[src/rtl/mem_arbiter_if.sv]
// Shared-port bundle between the IF/MEM requesters, the arbiter and the MMU.
// The arbiter takes the slave view and the requester/MMU side takes the master view.
interface mem_arbiter_if;
  logic        if_req;
  logic [31:0] if_addr;
  logic [31:0] if_data;
  logic        if_ready;
  logic        mem_read;
  logic        mem_write;
  logic [31:0] mem_addr;
  logic [31:0] mem_wdata;
  logic        mem_bytemode;
  logic [31:0] mem_rdata;
  logic        mem_ready;
  logic        stall;
  logic        mmu_read;
  logic        mmu_write;
  logic [31:0] mmu_addr;
  logic [31:0] mmu_wdata;
  logic        mmu_bytemode;
  logic [31:0] mmu_rdata;

  modport slave (
    input  if_req, if_addr, mem_read, mem_write, mem_addr, mem_wdata, mem_bytemode, mmu_rdata,
    output if_data, if_ready, mem_rdata, mem_ready, stall,
           mmu_read, mmu_write, mmu_addr, mmu_wdata, mmu_bytemode
  );

  modport master (
    output if_req, if_addr, mem_read, mem_write, mem_addr, mem_wdata, mem_bytemode, mmu_rdata,
    input  if_data, if_ready, mem_rdata, mem_ready, stall,
           mmu_read, mmu_write, mmu_addr, mmu_wdata, mmu_bytemode
  );
endinterface

[src/rtl/mem_arbiter.sv]
// Arbitrates the single MMU port between instruction fetch and data access,
// holding each access for WAIT_CYCLES cycles and returning a one-cycle ready pulse.
module mem_arbiter #(
  parameter int WAIT_CYCLES = 2  // legal range 1..15
) (
  input logic           clk,
  input logic           rst_n,
  mem_arbiter_if.slave  bus
);

  typedef enum logic [1:0] {IDLE, ACCESS, RESP} state_t;

  localparam logic [3:0] CNT_INIT = 4'(WAIT_CYCLES - 1);

  state_t      state;
  logic [3:0]  wait_cnt;
  logic        src_mem;
  logic        mmu_read_q;
  logic        mmu_write_q;
  logic [31:0] addr_q;
  logic [31:0] wdata_q;
  logic        bytemode_q;
  logic [31:0] if_data_q;
  logic [31:0] mem_rdata_q;
  logic        if_ready_q;
  logic        mem_ready_q;

  // The MMU strobes are registered, so they fall with reset immediately and are
  // never dependent on requester inputs that change mid-access.
  always_ff @(posedge clk or negedge rst_n) begin
    if (!rst_n) begin
      state       <= IDLE;
      wait_cnt    <= 4'd0;
      src_mem     <= 1'b0;
      mmu_read_q  <= 1'b0;
      mmu_write_q <= 1'b0;
      addr_q      <= 32'h0;
      wdata_q     <= 32'h0;
      bytemode_q  <= 1'b0;
      if_data_q   <= 32'h0;
      mem_rdata_q <= 32'h0;
      if_ready_q  <= 1'b0;
      mem_ready_q <= 1'b0;
    end else begin
      if_ready_q  <= 1'b0;
      mem_ready_q <= 1'b0;
      case (state)
        IDLE: begin
          // Data wins over fetch; read+write together is taken as a write.
          if (bus.mem_read || bus.mem_write) begin
            src_mem     <= 1'b1;
            addr_q      <= bus.mem_addr;
            wdata_q     <= bus.mem_wdata;
            bytemode_q  <= bus.mem_bytemode;
            mmu_read_q  <= ~bus.mem_write;
            mmu_write_q <= bus.mem_write;
            wait_cnt    <= CNT_INIT;
            state       <= ACCESS;
          end else if (bus.if_req) begin
            src_mem     <= 1'b0;
            addr_q      <= bus.if_addr;
            wdata_q     <= 32'h0;
            bytemode_q  <= 1'b0;
            mmu_read_q  <= 1'b1;
            mmu_write_q <= 1'b0;
            wait_cnt    <= CNT_INIT;
            state       <= ACCESS;
          end
        end
        ACCESS: begin
          if (wait_cnt == 4'd0) begin
            mmu_read_q  <= 1'b0;
            mmu_write_q <= 1'b0;
            if (!mmu_write_q) begin
              if (src_mem) mem_rdata_q <= bus.mmu_rdata;
              else         if_data_q   <= bus.mmu_rdata;
            end
            if (src_mem) mem_ready_q <= 1'b1;
            else         if_ready_q  <= 1'b1;
            state <= RESP;
          end else begin
            wait_cnt <= wait_cnt - 4'd1;
          end
        end
        RESP:    state <= IDLE;
        default: state <= IDLE;
      endcase
    end
  end

  assign bus.mmu_read     = mmu_read_q;
  assign bus.mmu_write    = mmu_write_q;
  assign bus.mmu_addr     = addr_q;
  assign bus.mmu_wdata    = wdata_q;
  assign bus.mmu_bytemode = bytemode_q;
  assign bus.if_data      = if_data_q;
  assign bus.if_ready     = if_ready_q;
  assign bus.mem_rdata    = mem_rdata_q;
  assign bus.mem_ready    = mem_ready_q;

  // The ready pulse itself releases the stall in the RESP cycle.
  assign bus.stall = rst_n & (((bus.mem_read | bus.mem_write) & ~mem_ready_q) |
                              (bus.if_req & ~if_ready_q));

endmodule

[src/flat_wrapper.sv]
// flat-port wrapper written by rule: the top's interface ports become plain ports
module mem_arbiter_flat 
#(
  parameter int WAIT_CYCLES = 2                      
)
  (clk, rst_n, bus_if_req, bus_if_addr, bus_mem_read, bus_mem_write, bus_mem_addr, bus_mem_wdata, bus_mem_bytemode, bus_mmu_rdata, bus_if_data, bus_if_ready, bus_mem_rdata, bus_mem_ready, bus_stall, bus_mmu_read, bus_mmu_write, bus_mmu_addr, bus_mmu_wdata, bus_mmu_bytemode);
  mem_arbiter_if bus_i ();
  input logic clk;
  input logic rst_n;
  input wire logic [$bits(bus_i.if_req)-1:0] bus_if_req;
  input wire logic [$bits(bus_i.if_addr)-1:0] bus_if_addr;
  input wire logic [$bits(bus_i.mem_read)-1:0] bus_mem_read;
  input wire logic [$bits(bus_i.mem_write)-1:0] bus_mem_write;
  input wire logic [$bits(bus_i.mem_addr)-1:0] bus_mem_addr;
  input wire logic [$bits(bus_i.mem_wdata)-1:0] bus_mem_wdata;
  input wire logic [$bits(bus_i.mem_bytemode)-1:0] bus_mem_bytemode;
  input wire logic [$bits(bus_i.mmu_rdata)-1:0] bus_mmu_rdata;
  output wire logic [$bits(bus_i.if_data)-1:0] bus_if_data;
  output wire logic [$bits(bus_i.if_ready)-1:0] bus_if_ready;
  output wire logic [$bits(bus_i.mem_rdata)-1:0] bus_mem_rdata;
  output wire logic [$bits(bus_i.mem_ready)-1:0] bus_mem_ready;
  output wire logic [$bits(bus_i.stall)-1:0] bus_stall;
  output wire logic [$bits(bus_i.mmu_read)-1:0] bus_mmu_read;
  output wire logic [$bits(bus_i.mmu_write)-1:0] bus_mmu_write;
  output wire logic [$bits(bus_i.mmu_addr)-1:0] bus_mmu_addr;
  output wire logic [$bits(bus_i.mmu_wdata)-1:0] bus_mmu_wdata;
  output wire logic [$bits(bus_i.mmu_bytemode)-1:0] bus_mmu_bytemode;
  assign bus_i.if_req = bus_if_req;
  assign bus_i.if_addr = bus_if_addr;
  assign bus_i.mem_read = bus_mem_read;
  assign bus_i.mem_write = bus_mem_write;
  assign bus_i.mem_addr = bus_mem_addr;
  assign bus_i.mem_wdata = bus_mem_wdata;
  assign bus_i.mem_bytemode = bus_mem_bytemode;
  assign bus_i.mmu_rdata = bus_mmu_rdata;
  assign bus_if_data = bus_i.if_data;
  assign bus_if_ready = bus_i.if_ready;
  assign bus_mem_rdata = bus_i.mem_rdata;
  assign bus_mem_ready = bus_i.mem_ready;
  assign bus_stall = bus_i.stall;
  assign bus_mmu_read = bus_i.mmu_read;
  assign bus_mmu_write = bus_i.mmu_write;
  assign bus_mmu_addr = bus_i.mmu_addr;
  assign bus_mmu_wdata = bus_i.mmu_wdata;
  assign bus_mmu_bytemode = bus_i.mmu_bytemode;
  mem_arbiter #(.WAIT_CYCLES(WAIT_CYCLES)) u_core (.clk(clk), .rst_n(rst_n), .bus(bus_i));
endmodule
[config.mk]
export PLATFORM = sky130hd
export DESIGN_NAME = mem_arbiter_flat
export DESIGN_NICKNAME = d
export VERILOG_FILES = /design/src/rtl/mem_arbiter_if.sv /design/src/rtl/mem_arbiter.sv /design/src/flat_wrapper.sv
export SDC_FILE = /design/constraint.sdc
export NUM_CORES = 1
export LEC_CHECK = 0
export CORE_MARGIN = 4
export CORE_UTILIZATION = 44
export DETAILED_ROUTE_END_ITERATION = 7
export PLACE_DENSITY = 0.86
export REMOVE_ABC_BUFFERS = 1
export SLEW_MARGIN = 20
export SYNTH_ARGS = -nofsm -noshare
export SYNTH_HDL_FRONTEND = slang
export SYNTH_SLANG_ARGS = --single-unit
[constraint.sdc]
create_clock -name clk -period 6.05 [get_ports clk]
set_clock_uncertainty 0.05 [all_clocks]
set_input_delay 1.21 -clock clk [delete_from_list [all_inputs] [get_ports clk]]
set_output_delay 1.21 -clock clk [all_outputs]
set_load 0.02 [all_outputs]
Word level (Yosys, flattened, before mapping)
Cells that the tools add are included.
Word-level totals
  logic and storage cells: 65
  output and inout bits: 134
  input bits: 134
  flip-flop bits (word level): 140
Cells by class
  muxes and demuxes: 27
  reductions and logical operators: 11
  $add $sub $neg: 1
  bitwise gates (word level): 10
  equality and inequality tests: 4
Operators by type and width (count)
  two-way mux 32 bit: 4
  two-way mux 1 bit: 13
  two-way mux 4 bit: 3
  case mux 4 bit (2 select lines): 1
  AND reduction 4 bit: 2
  two-way mux 2 bit: 3
  AND reduction 3 bit: 2
  inverter 1 bit: 5
  logical NOT 4 bit: 1
  case mux 1 bit (2 select lines): 2
  case mux 2 bit (2 select lines): 1
  AND reduction 2 bit: 2
  nonzero test 2 bit: 2
  subtractor 4 x 1 -> 4 bit (second input constant): 1
  AND 1 bit: 3
  != test 3 x 2 -> 1 bit (second input constant): 1
  == test 2 x 1 -> 1 bit (second input constant): 1
  logical NOT 2 bit: 1
  != test 2 x 1 -> 1 bit (second input constant): 1
  != test 2 bit (second input constant): 1
  bitwise OR 1 bit: 2
  logical OR 1 bit: 1

Logic depth before layout (Yosys ltp)
Gate-level depths: netlist of the first run.
  word-level depth: 4
  depth in mapped cells: 6
  mapped depth without buffers: 5

Worst setup path before layout of the first run
OpenSTA, ideal clock, no wires.
  path type: input-to-output
  from: input port bus_mem_write
  to: output port bus_stall
  data required time: 4.790 ns
  data arrival time: 2.197 ns
  path buffers: 1
  slack: 2.593 ns
  stages on the path: 4
  cell sequence: nor2_1 buf_2 o22ai_1 and2_1
Between the ends
  word-level cells in the longest chain between the ends: 4
Ends and longest elaborated chain
  from (decl): line flat_wrapper.sv:13  | input wire logic [$bits(bus_i.mem_write)-1:0] bus_mem_write;
  bitwise OR 1 bit: line mem_arbiter.sv:102  | assign bus.stall = rst_n & (((bus.mem_read | bus.mem_write) & ~mem_ready_q) |
  AND 1 bit: line mem_arbiter.sv:102
  bitwise OR 1 bit: line mem_arbiter.sv:102
  AND 1 bit: line mem_arbiter.sv:102
  to (decl): line flat_wrapper.sv:22  | output wire logic [$bits(bus_i.stall)-1:0] bus_stall;
Every way passes these cells.

Final worst setup path of the first run
Ends and elaborated chain as after synthesis.

==> flow_metrics.env, run 1 <==
export IMPL_diodes=0
export IMPL_num_rows=40
export IMPL_multi_input_area_sq_um=1934
export IMPL_dieArea_sq_um=14550
export IMPL_synthArstFlopShare_pct=100.0
export IMPL_io_buffers=267
export IMPL_grt_max_degree=82
export IMPL_yosys_top_cells_count="dfrtp_1 (140), o21ai_0 (63), mux2_2 (62)"
export IMPL_drt_total_wl_microns=16560
export IMPL_antenna_found_initial=0
export IMPL_yosysUniqueCellTypes=37
export IMPL_netlist_area_leader_share_pct=62.77
export IMPL_cp_common_cell="clkdlybuf4s50_1"
export IMPL_crit_chain="clkdlybuf4s50_1 -> nor2_4 -> o22ai_1 -> and2_1 -> clkdlybuf4s50_1"
export IMPL_fillers=808
export IMPL_drt_pass1_iterations=4
export IMPL_setup_viol=0
export IMPL_max_slew_worst_pin_slew_ps=747.8
export IMPL_place_area_sq_um=8384
export IMPL_max_freq_ghz=0.2501
export IMPL_setup_tns_ps=0
export IMPL_track_usage_pct=22.97
export IMPL_cts_buffers=17
export IMPL_cts_resized=0
export IMPL_clkPwrFrac_pct=19.6
export IMPL_ys_flop_type="dfrtp_1"
export IMPL_layout_cells_non_filler=847
export IMPL_synth_edf_count=0
export IMPL_drtAntennaViolNets=0
export IMPL_drt_iter0_markers=267
export IMPL_cts_buffer_depth=2
export IMPL_clock_latency_ps=410
export IMPL_htreeDepth=4
export IMPL_start_util_pct=45.71
export IMPL_fin_area_sq_um=8965
export IMPL_ys_warn_count=0
export IMPL_grt_overflow=0
export IMPL_seqPwrFrac_pct=32.7
export IMPL_period_share_pct=66.08
export IMPL_synthToLayoutAreaGrowth_pct=60.61
export IMPL_die_width_microns=120.6
export IMPL_dp_hpwl_microns=11950
export IMPL_p_total_uw=5074
export IMPL_yosysSeqAreaShare_pct=62.77
export IMPL_cts_hold_buf=0
export IMPL_gp_congestion=0.7949
export IMPL_net_switching_power_uw=1850
export IMPL_syn_inst=403
export IMPL_p_int_uw=3224
export IMPL_yosys_area_share_simple_pct=3.026
export IMPL_synth_top_family_by_area="multiplexers"
export IMPL_synth_fa_ha_area_share_pct=0.2242
export IMPL_required_ps=4790
export IMPL_critPathTopFamily="buffers and inverters"
export IMPL_mappedNetlistArea_sq_um=5582
export IMPL_cp_slowest_cell="clkdlybuf4s50_1"
export IMPL_vias=4380
export IMPL_synth_seq_cells=140
export IMPL_p_comb_share_pct=47.7
export IMPL_slowest_delay_ps=600
export IMPL_peakVddDrop_uv=336.6
export IMPL_core_area_sq_um=12210
export IMPL_avgSynthCellArea_sq_um=13.85
export IMPL_drive_gt1_share_pct=15.76
export IMPL_crit_fanout=4
export IMPL_critPathKind="input pin to output port"
export IMPL_hold_viol=0
export IMPL_synth_xor_area_share_pct=0
export IMPL_cp_end_kind="output port"
export IMPL_fin_nets=803
export IMPL_cts_setup_buffers=0
export IMPL_synth_mux_area_share_pct=18.65
export IMPL_clockRootBuffer="clkbuf_16"
export IMPL_relSlewSlack_pct=50.15
export IMPL_viasPerCell=5.171
export IMPL_leakagePower_uw=0.003804
export IMPL_avgRoutedWirePerCell_microns=19.55
export IMPL_critPathLaunchType="input pin"
export IMPL_maxCapViolCount=0
export IMPL_power_density_nw_per_um2=566.0
export IMPL_layout_min_cycle_time_ps=3998
export IMPL_seq_area_sq_um=3503
export IMPL_cts_sinks=140
export IMPL_holdCritPathClass="flop to flop"
export IMPL_synth_area_leaders="dfrtp_1 (63%), mux2_2 (13%), mux2i_1 (5.7%)"
export IMPL_place_inst=817
export IMPL_die_h_microns=120.6
export IMPL_report_final_slew_viol_count=0
export IMPL_clk_pin_slew_ps=60
export IMPL_grt_first_pass_wirelength_microns=25940
export IMPL_first_global_vias=4939
export IMPL_path_buf_inv=2
export IMPL_cts_tree="done"
export IMPL_p_sw_share_pct=36.46
export IMPL_ios=268
export IMPL_synth_compound_area_share_pct=12.44
export IMPL_crit_arrival_ps=2740
export IMPL_yosysTopAreaCell="dfrtp_1"
export IMPL_remaining_drc_errors=0
export IMPL_status="completed"
export IMPL_rsz0062_at_grt="no"
export IMPL_yosysMostFrequentCell="dfrtp_1"
[placed cells by master, fill, tap and decap left out, types with 3 or more instances in the layout]
cell type | Yosys | final
mux2_2 | 62 | 62
mux2i_1 | 32 | 32
clkinv_2 | 0 | 3
clkbuf_16 | 0 | 17
clkdlybuf4s50_1 | 0 | 266
inv_1 | 6 | 6
dfrtp_1 | 140 | 140
clkbuf_8 | 0 | 6
nand2_1 | 3 | 3
a22o_1 | 33 | 33
o21ai_0 | 63 | 63
buf_4 | 0 | 5
[metrics by stage]
| stage | setup slack [ps] | util, % | hold slack (ps) |
|---|---|---|---|
| 2_1_floorplan | 1059 | - | 419.4 |
| 3_3_place_gp | 2109 | 68.66 | 417.8 |
| 3_5_place_dp | 2061 | 68.66 | 427.4 |
| 4_1_cts | 2049 | 73.34 | 443.1 |
| 5_1_grt | 1995 | 73.41 | 468.6 |
| 6_report | 2052 | 73.41 | 439.4 |
[cells by family (layout without fill, tap and decap cells)]
logic type | after synthesis | in the layout
muxes | 96 | 96
AOI/OAI and AO/OA | 108 | 108
DFF | 140 | 140
buffers and inverters | 33 | 309
adders and majority gates | 1 | 1
and+or+nand+nor | 25 | 25
[per-layer routing]
| layer | track usage, % | vias up | routed length [microns] |
|---|---|---|---|
| li1 | - | 1997 | - |
| met1 | 25.31 | 2177 | 5982 |
| met2 | 41.18 | 176 | 9064 |
| met3 | 6.782 | 30 | 1114 |
| met4 | 9.632 | 0 | 400 |
| met5 | 0 | - | 0 |
[flip-flops by register name, summed over array words and instances (netlist names)]
register,count
u_core.bus.mem_rdata,32
u_core.bus.mmu_addr,32
u_core.bus.mmu_write,1
u_core.src_mem,1
u_core.bus.if_data,32
u_core.wait_cnt,4
u_core.bus.mmu_read,1
u_core.state,2
u_core.bus.mmu_wdata,32
u_core.bus.if_ready,1
u_core.bus.mmu_bytemode,1
u_core.bus.mem_ready,1
[power by group through the flow]
stage                     Combinational, uW  Sequential (uW)  Clock (uW)
after global placement                 2370             1630           0
final                                  2420             1660         994
after floorplan                         668             2160           0
after detailed placement               2430             1660           0
after CTS                              2440             1660        1010
after global routing                   2570             1710        1050
[layout make-up]
cell class / count / area share [%]
repair buffers: 273 / 30.37
multi-input cells: 230 / 21.58
well taps: 168 / 2.345
clock inverters: 6 / 0.6699
clock buffers: 24 / 5.708
inverters: 6 / 0.2512
flip-flops and latches: 140 / 39.08
[path summary, 6_finish.rpt]
check / from / end / slack, ps / depth (start not counted)
setup / recovery: bus_mem_write / bus_stall / 2050 / 5
hold / removal: u_core.bus.if_data[24] / u_core.bus.if_data[24] / 440 / 1
setup reg to reg: u_core.wait_cnt[0] / u_core.bus.if_data[2] / 3780 / 6
hold reg to reg: u_core.bus.if_data[24] / u_core.bus.if_data[24] / 440 / 1
max in group asynchronous: rst_n / u_core.bus.mem_rdata[12] / 4080 / 2
min in group asynchronous: rst_n / u_core.bus.mmu_addr[11] / 710 / 1
[worst register-to-register path: stages (launching register included)]
cell and delay (ps):
dfrtp_1 370, inv_1 90, ha_1 210, or3b_4 440
nor4_4 150, buf_4 430, mux2_2 420
Power figures use the tool's default switching activity.
==> run 2: changes to the inputs <==
- CORE_UTILIZATION: 44 -> 41
- PLACE_DENSITY: 0.86 -> 0.81
- clock period: 6.05 -> 4 ns (I/O delays scaled with it)
==> run 2 against run 1 <==
Design area grew 0.18%. Setup slack got worse by 1200 ps. Sequential share of layout area is 0.071 points lower. Sequential power up 51%. Largest power group unchanged.
==> flow_metrics.env, run 2 (synthesized netlist as in run 1, its figures left out) <==
export IMPL_htreeDepth=4
export IMPL_ios=268
export IMPL_hold_viol=0
export IMPL_status="completed"
export IMPL_cts_sinks=140
export IMPL_dp_hpwl_microns=11740
export IMPL_setup_viol=0
export IMPL_maxCapViolCount=0
export IMPL_vias=4303
export IMPL_holdPathStages=1
export IMPL_crit_chain="clkdlybuf4s50_1 -> nor2_4 -> o22ai_1 -> and2_1 -> clkdlybuf4s50_1"
export IMPL_track_usage_pct=21.30
export IMPL_cp_end_kind="output port"
export IMPL_drt_total_wl_microns=15980
export IMPL_gp_congestion=0.8321
export IMPL_cts_tree="done"
export IMPL_avgRoutedWirePerCell_microns=18.65
export IMPL_fin_nets=805
export IMPL_power_density_nw_per_um2=852.1
export IMPL_start_util_pct=41.98
export IMPL_clock_latency_ps=410
export IMPL_clk_pin_slew_ps=50
export IMPL_clockRootBuffer="clkbuf_16"
export IMPL_fin_util_pct=67.55
export IMPL_crit_arrival_ps=2320
export IMPL_place_inst=827
export IMPL_drt_iter0_markers=348
export IMPL_cts_resized=0
export IMPL_grt_max_degree=84
export IMPL_layout_min_cycle_time_ps=3173
export IMPL_remaining_drc_errors=0
export IMPL_critPathLaunchType="input pin"
export IMPL_grt_first_pass_wirelength_microns=26220
export IMPL_io_buffers=267
export IMPL_slowest_delay_ps=610
export IMPL_synthToLayoutAreaGrowth_pct=60.91
export IMPL_cts_buffers=17
export IMPL_holdCritPathClass="flop to flop"
export IMPL_relSlewSlack_pct=51.50
export IMPL_mostFrequentLayoutCells="clkdlybuf4s50_1 (266), dfrtp_1 (140), o21ai_0 (63)"
export IMPL_layout_cells_non_filler=857
export IMPL_hold_slack_ps=446.1
export IMPL_die_h_microns=124.7
export IMPL_crit_fanout=4
export IMPL_cp_common_cell="clkdlybuf4s50_1"
export IMPL_viasPerCell=5.021
export IMPL_diodes=0
export IMPL_core_area_sq_um=13300
export IMPL_period_share_pct=79.32
export IMPL_dieArea_sq_um=15540
export IMPL_grt_overflow=0
export IMPL_peakVddDrop_uv=507.1
export IMPL_cts_setup_buffers=0
export IMPL_die_width_microns=124.7
export IMPL_leakagePower_uw=0.003806
export IMPL_pre_cts_ws_ps=822.8
export IMPL_first_global_vias=4812
export IMPL_cp_slowest_cell="clkdlybuf4s50_1"
export IMPL_cts_buffer_depth=2
export IMPL_cts_hold_buf=0
export IMPL_required_ps=3150
export IMPL_critPathKind="input pin to output port"
export IMPL_max_slew_worst_pin_slew_ps=727.5
export IMPL_max_freq_ghz=0.3152
export IMPL_drive_gt1_share_pct=15.71
export IMPL_report_final_slew_viol_count=0
export IMPL_num_rows=42
export IMPL_worst_slack_ps=827.2
export IMPL_antenna_found_initial=0
export IMPL_r2r_cells=6
export IMPL_drtAntennaViolNets=0
export IMPL_rsz0062_at_grt="no"
export IMPL_drt_pass1_iterations=4
export IMPL_final_common_cell="clkdlybuf4s50_1"
[run 2: cell type report]
| cell class | instances | area (sq um) |
|---|---|---|
| multi-input cells | 230 | 1929 |
| clock inverters | 7 | 90.09 |
| well taps | 176 | 220.2 |
| flip-flops and latches | 140 | 3503 |
| inverters | 6 | 22.52 |
| fillers | 920 | 4314 |
| clock buffers | 23 | 478.0 |
| repair buffers | 275 | 2738 |
[run 2: power breakdown]
part	internal (uW)	total (uW)	switching, uW
Combinational	1820	3640	1820
Sequential	2110	2500	390
Clock	956	1500	549
Total	4890	7650	2760
[run 2: worst paths after layout]
path / end / from / slack, ps
setup / recovery: bus_stall / bus_mem_write / 830
hold / removal: u_core.bus.mmu_wdata[4] / u_core.bus.mmu_wdata[4] / 450
setup reg to reg: u_core.bus.if_data[30] / u_core.wait_cnt[0] / 1720
hold reg to reg: u_core.bus.mmu_wdata[4] / u_core.bus.mmu_wdata[4] / 450
max in group asynchronous: u_core.bus.if_data[3] / rst_n / 2230
min in group asynchronous: u_core.bus.mmu_read / rst_n / 480
[run 2: critical path, delay by kind of cell]
kind,cells,cell delay (ps)
compound gates,1,110
simple gates,2,200
buf+inv,2,1210
[run 2: through the flow]
step | area (sq um) | power, uW | TNS (ps)
final | 8981 | 7653 | 0
after global routing | 8981 | 8076 | 0
after CTS | 8977 | 7735 | 0
after detailed placement | 8409 | 6193 | 0
after global placement | 8409 | 6058 | 0
after floorplan | 5443 | 4284 | -16820
[run 2: routing by layer]
metal	GRT usage (%)	share of wire, %	up-vias
met1	23.75	37	2104
met5	0	0	-
li1	-	-	1996
met4	9.284	2.8	0
met2	37.25	53	171
met3	6.861	6.5	32
